## src/rtl/vote_session_ctrl.sv

```systemverilog
// rtl/vote_session_ctrl.sv - ballot-session controller: debounce, one vote per press, lockout, result select
// Optional officer arming via `define VOTER_AUTH_EN (adds voter_en port).
module vote_session_ctrl #(
  parameter int DEBOUNCE_CYCLES = 10,
  parameter int LOCKOUT_CYCLES  = 16
) (
  input  logic       clock,
  input  logic       reset_n,
  input  logic       mode,
  input  logic       button1,
  input  logic       button2,
  input  logic       button3,
  input  logic       button4,
`ifdef VOTER_AUTH_EN
  input  logic       voter_en,
`endif
  output logic [3:0] vote_inc,
  output logic [1:0] disp_sel,
  output logic       disp_valid,
  output logic       busy,
  output logic       multi_err
);

  localparam int DB_MAX  = (DEBOUNCE_CYCLES > 2) ? DEBOUNCE_CYCLES : 2;
  localparam int LK_MAX  = (LOCKOUT_CYCLES > 2) ? LOCKOUT_CYCLES : 2;
  localparam int DB_W    = $clog2(DB_MAX) + 1;
  localparam int LK_W    = $clog2(LK_MAX) + 1;
  localparam int CNT_W   = (DB_W > LK_W) ? DB_W : LK_W;
  localparam int LK_LAST = (LOCKOUT_CYCLES > 0) ? LOCKOUT_CYCLES - 1 : 0;

  typedef enum logic [2:0] {
    S_IDLE,
    S_DEBOUNCE,
    S_GRANT,
    S_WAIT_REL,
    S_LOCKOUT,
    S_RESULT
  } state_t;

  state_t           state_q, state_d;
  logic [CNT_W-1:0] cnt_q, cnt_d;
  logic [1:0]       idx_q, idx_d;
  logic [1:0]       disp_sel_q, disp_sel_d;
  logic [3:0]       vote_inc_q, vote_inc_d;
  logic             disp_valid_q, disp_valid_d;
  logic             busy_q, busy_d;
  logic             multi_err_q, multi_err_d;
  logic [1:0]       rst_sync_q;
  logic             rst_n_int;
  logic [3:0]       btn_s1_q, btn_s2_q;
  logic             mode_s1_q, mode_s2_q;
  logic             armed;
  logic             single;
  logic             multi;
  logic [1:0]       btn_idx;

  // Reset asserts asynchronously but releases on a clock edge.
  always_ff @(posedge clock or negedge reset_n) begin
    if (!reset_n) rst_sync_q <= 2'b00;
    else          rst_sync_q <= {rst_sync_q[0], 1'b1};
  end
  assign rst_n_int = rst_sync_q[1];

  always_ff @(posedge clock or negedge rst_n_int) begin
    if (!rst_n_int) begin
      btn_s1_q  <= 4'b0000;
      btn_s2_q  <= 4'b0000;
      mode_s1_q <= 1'b0;
      mode_s2_q <= 1'b0;
    end else begin
      btn_s1_q  <= {button4, button3, button2, button1};
      btn_s2_q  <= btn_s1_q;
      mode_s1_q <= mode;
      mode_s2_q <= mode_s1_q;
    end
  end

  function automatic logic [1:0] enc(input logic [3:0] b);
    enc = 2'd0;
    for (int i = 3; i >= 0; i--) begin
      if (b[i]) enc = 2'(i);
    end
  endfunction

  assign single  = (btn_s2_q != 4'd0) && ((btn_s2_q & (btn_s2_q - 4'd1)) == 4'd0);
  assign multi   = (btn_s2_q != 4'd0) && !single;
  assign btn_idx = enc(btn_s2_q);

`ifdef VOTER_AUTH_EN
  logic arm_q, arm_d;
  assign armed = arm_q;
`else
  assign armed = 1'b1;
`endif

  always_comb begin
    state_d     = state_q;
    cnt_d       = cnt_q;
    idx_d       = idx_q;
    disp_sel_d  = disp_sel_q;
    multi_err_d = 1'b0;
`ifdef VOTER_AUTH_EN
    arm_d       = arm_q;
`endif
    case (state_q)
      S_IDLE: begin
`ifdef VOTER_AUTH_EN
        if (voter_en) arm_d = 1'b1;
`endif
        if (mode_s2_q) begin
          state_d = S_RESULT;
        end else if (armed && single) begin
          state_d = S_DEBOUNCE;
          idx_d   = btn_idx;
          cnt_d   = CNT_W'(1);
        end else if (armed && multi) begin
          state_d     = S_WAIT_REL;
          multi_err_d = 1'b1;
        end
      end
      S_DEBOUNCE: begin
        if (mode_s2_q) begin
          state_d = S_RESULT;
        end else if (multi) begin
          state_d     = S_WAIT_REL;
          multi_err_d = 1'b1;
        end else if (!btn_s2_q[idx_q]) begin
          state_d = S_IDLE;
        end else if (cnt_q == CNT_W'(DEBOUNCE_CYCLES)) begin
          state_d = S_GRANT;
        end else begin
          cnt_d = cnt_q + CNT_W'(1);
        end
      end
      S_GRANT: begin
        state_d = S_WAIT_REL;
`ifdef VOTER_AUTH_EN
        arm_d   = 1'b0;
`endif
      end
      S_WAIT_REL: begin
        if (mode_s2_q) begin
          state_d = S_RESULT;
        end else if (btn_s2_q == 4'd0) begin
          state_d = (LOCKOUT_CYCLES == 0) ? S_IDLE : S_LOCKOUT;
          cnt_d   = '0;
        end
      end
      S_LOCKOUT: begin
        if (mode_s2_q) begin
          state_d = S_RESULT;
        end else if (cnt_q == CNT_W'(LK_LAST)) begin
          state_d = S_IDLE;
        end else begin
          cnt_d = cnt_q + CNT_W'(1);
        end
      end
      S_RESULT: begin
        // Leaving through WAIT_REL forces a release before any button can vote.
        if (!mode_s2_q) begin
          state_d = S_WAIT_REL;
        end else if (single) begin
          disp_sel_d = btn_idx;
        end
      end
      default: state_d = S_IDLE;
    endcase
`ifdef VOTER_AUTH_EN
    if ((state_d == S_RESULT) && (state_q != S_RESULT)) arm_d = 1'b0;
`endif
    vote_inc_d   = (state_d == S_GRANT) ? (4'b0001 << idx_d) : 4'b0000;
    disp_valid_d = (state_d == S_RESULT);
    busy_d       = (state_d == S_DEBOUNCE) || (state_d == S_GRANT) ||
                   (state_d == S_WAIT_REL) || (state_d == S_LOCKOUT);
  end

  always_ff @(posedge clock or negedge rst_n_int) begin
    if (!rst_n_int) begin
      state_q      <= S_IDLE;
      cnt_q        <= '0;
      idx_q        <= 2'd0;
      disp_sel_q   <= 2'd0;
      vote_inc_q   <= 4'd0;
      disp_valid_q <= 1'b0;
      busy_q       <= 1'b0;
      multi_err_q  <= 1'b0;
    end else begin
      state_q      <= state_d;
      cnt_q        <= cnt_d;
      idx_q        <= idx_d;
      disp_sel_q   <= disp_sel_d;
      vote_inc_q   <= vote_inc_d;
      disp_valid_q <= disp_valid_d;
      busy_q       <= busy_d;
      multi_err_q  <= multi_err_d;
    end
  end

`ifdef VOTER_AUTH_EN
  always_ff @(posedge clock or negedge rst_n_int) begin
    if (!rst_n_int) arm_q <= 1'b0;
    else            arm_q <= arm_d;
  end
`endif

  assign vote_inc   = vote_inc_q;
  assign disp_sel   = disp_sel_q;
  assign disp_valid = disp_valid_q;
  assign busy       = busy_q;
  assign multi_err  = multi_err_q;

endmodule

```

## config.mk

```make
export PLATFORM = sky130hd
export DESIGN_NAME = vote_session_ctrl
export DESIGN_NICKNAME = d
export VERILOG_FILES = /design/src/rtl/vote_session_ctrl.sv
export SDC_FILE = /design/constraint.sdc
export NUM_CORES = 1
export LEC_CHECK = 0
export CAP_MARGIN = 20
export CORE_ASPECT_RATIO = 0.5
export CORE_MARGIN = 10
export CORE_UTILIZATION = 41
export CTS_CLUSTER_SIZE = 10
export DETAILED_ROUTE_END_ITERATION = 8
export DONT_BUFFER_PORTS = 1
export PLACE_DENSITY = 0.53
export SKIP_CTS_REPAIR_TIMING = 1
export SYNTH_ARGS = -nofsm -noshare
export SYNTH_HDL_FRONTEND = slang
export SYNTH_SLANG_ARGS = --single-unit
```

## constraint.sdc

```tcl
create_clock -name clock -period 1.1 [get_ports clock]
set_clock_uncertainty 0.05 [all_clocks]
set_input_delay 0.11 -clock clock [delete_from_list [all_inputs] [get_ports clock]]
set_output_delay 0.11 -clock clock [all_outputs]
set_load 0.1 [all_outputs]
```

==> flow_metrics.tcl <==
set metrics [dict create \
    final_cell_mix "39 x buf_4, 22 x dfrtp_1, 11 x nor2_1, 11 x buf_6" \
    drt_iter0_markers 41 \
    arrival_ns 2.25 \
    fillers 245 \
    rsz0062_at_grt "yes" \
    hold_viol 0 \
    antenna_found_initial 0 \
    reg2reg_slack_ns -1.02 \
    max_freq_ghz 0.471 \
    yosys.area.top_type "dfrtp_1" \
    synth_seq_cells 31 \
    combinationalPowerShare_pct 57.5 \
    syn_nets 147 \
    area_growth_pct 62.6 \
    synth_top_area_share_pct 49.6 \
    seqCellArea_um2 790 \
    failed_checks "negative setup slack" \
    setup_viol 20 \
    die_w_um 107 \
    cts_made_buffers 5 \
    ir_worst_vdd_mv 1.12 \
    insertion_delay_ns 0.28 \
    status "finished with violations" \
    drt-pass1-iter-count 4 \
    grt_pass1_wl_mm 5.27 \
    topRoutingLayerUsed "met4" \
    grt_pass1_vias 1116 \
    synth_area_leaders "dfrtp_1 50%, nor2_1 3.4%, buf_6 2.9%" \
    p_seq_share_pct 27.1 \
    core_um2 3550 \
    slew_violations 0 \
    drive_gt1_share_pct 57.3 \
    synth_edf_count 0 \
    grt_usage_pct 9.82 \
    ys_seq_area_share_pct 49.6 \
    n_antenna_cell 0 \
    die_h_um 63.7 \
    synthArstFlopShare_pct 100 \
    finalCritPeriodShare_pct 193 \
    m1WireLength_mm 1.75 \
    synth_area_um2 1570 \
    avgRoutedWirePerCell_um 14.0 \
    drv_cap 0 \
    overflow 0 \
    synth_warnings 0 \
    via_per_inst 4.85 \
    p_clk_share_pct 15.4 \
    final_core_util_pct 71.7 \
    ant_nets 0 \
    ios 16 \
    p_int_w 0.00343 \
    cp-start-kind "register" \
    nets 215 \
    routed_wl_mm 3.61 \
    grt_start_max_net_pins 17 \
    switchingPower_w 0.00232 \
    preCtsSetupSlack_ns -0.982 \
    final_common_cell "buf_4" \
    rows 15 \
    p_sw_share_pct 40.4 \
    multi_input_area_um2 876 \
    synth_ff_type "dfrtp_1" \
    start_util_pct 44.1 \
    routabilityCongestion 0.829 \
    powerDensity_nw_per_um2 2260 \
    clk_pin_slew_ns 0.07 \
    met2_length_mm 1.66 \
    cp.required_ns 1.23 \
    cts.sinks 31 \
    clock-root-buffer "clkbuf_8" \
    post-route-drc-count 0 \
    path_max_fanout 5 \
    syn_inst 137 \
    clockBufferDepth 2 \
    io_buffers 0 \
    timing.final.ws_setup_ns -1.02 \
    period_minus_slack_ns 2.12 \
    critPathKind "register to register" \
    p_leak_nw 1.08 \
    cts_htree_levels 2 \
    cp-end-kind "register" \
    hpwlAfterDp_mm 2.33 \
    die_area_um2 6840 \
    cts_tree "yes" \
    vias 1247 \
    hold_class "register to asynchronous set/reset pin" \
    ys_types 47 \
    wl_met3_um 162 \
    syn_avg_cell_area_um2 11.4 \
]
worst paths after layout:
check	endpoint	start	cells past startpoint
hold / removal	vote_inc[2]$_DFF_PN0_	rst_sync_q[1]$_DFF_PN0_	1
setup reg to reg	cnt_q[0]$_DFFE_PN0P_	cnt_q[1]$_DFFE_PN0P_	9
hold reg to reg	vote_inc[2]$_DFF_PN0_	rst_sync_q[1]$_DFF_PN0_	1
max in group asynchronous	rst_sync_q[1]$_DFF_PN0_	reset_n	2
setup / recovery	cnt_q[0]$_DFFE_PN0P_	cnt_q[1]$_DFFE_PN0P_	9
min in group clock	mode_s2_q$_DFF_PN0_	mode_s1_q$_DFF_PN0_	0
state kept, by name (all words and copies together) (netlist names):
register,flops
mode_s1_q,1
cnt_q,5
mode_s2_q,1
idx_q,2
btn_s1_q,4
disp_sel,2
state_q,3
busy,1
rst_sync_q,2
multi_err,1
vote_inc,4
disp_valid,1
btn_s2_q,4
cell type report:
class | count | area share (%)
flip-flops and latches | 31 | 31.0
clock buffers | 5 | 2.70
multi-input cells | 94 | 34.4
repair buffers | 69 | 28.0
clock inverters | 3 | 0.787
well taps | 51 | 2.51
inverters | 4 | 0.590
power groups by stage:
| stage | clock, W | sequential, W | combinational, W |
|---|---|---|---|
| after floorplan | 0 | 0.00200 | 0.00126 |
| after global placement | 0 | 0.00155 | 0.00251 |
| after detailed placement | 0 | 0.00155 | 0.00252 |
| after CTS | 0.000915 | 0.00153 | 0.00254 |
| after global routing | 0.000970 | 0.00159 | 0.00350 |
| final | 0.000886 | 0.00156 | 0.00331 |
synthesized netlist by cell type (all sizes together), types with 2 or more instances:
| cell type | number |
|---|---|
| nor2b | 3 |
| xor2 | 2 |
| o22ai | 2 |
| a211oi | 3 |
| o211ai | 3 |
| nor2 | 17 |
| dfrtp | 31 |
| o31ai | 3 |
| nor3 | 3 |
| inv | 4 |
| nor3b | 2 |
| mux2 | 2 |
| xnor2 | 2 |
| ha | 3 |
| a21oi | 5 |
| a211o | 2 |
| buf | 8 |
| nand2b | 5 |
| o21ai | 5 |
| nand2 | 8 |
| and3 | 2 |
| nand3 | 4 |
| nor4 | 3 |
logic make-up after synthesis:
group / synth area share, %
AO/OA/AOI/OAI: 16.9
XOR/XNOR: 2.24
adder cells (fa/ha/maj): 2.40
buffers and inverters: 5.12
flip-flops: 49.6
multiplexers: 2.88
other: 0.240
AND/OR/NAND/NOR: 20.6
routing by layer:
metal	vias to the layer above	GRT usage, %
li1	620	-
met4	0	4.47
met5	-	0
met2	18	13.4
met1	605	12.5
met3	4	4.87
per-stage QoR:
stage | hold WS (ns) | area, um2 | std cells | power (W) | TNS (ns)
4_1_cts | -0.543 | 2090 | 224 | 0.00498 | -14.36
3_3_place_gp | -0.236 | 2000 | 216 | 0.00405 | -13.48
2_1_floorplan | -0.236 | 1660 | 137 | 0.00326 | -11.31
6_report | 0.171 | 2540 | 257 | 0.00575 | -14.38
3_5_place_dp | -0.236 | 2000 | 216 | 0.00407 | -13.90
5_1_grt | 0.207 | 2540 | 257 | 0.00605 | -15.94
worst max-delay path, stage by stage (launching register included):
cell and delay (ns):
dfrtp_1 0.41, ha_2 0.21, and3_4 0.20, ha_4 0.13, nand2b_4 0.12, nor4_2 0.04
a211o_2 0.36, o21ai_4 0.23, a211oi_2 0.05, a211o_1 0.22
No activity file was read; power rests on OpenSTA's default activity.
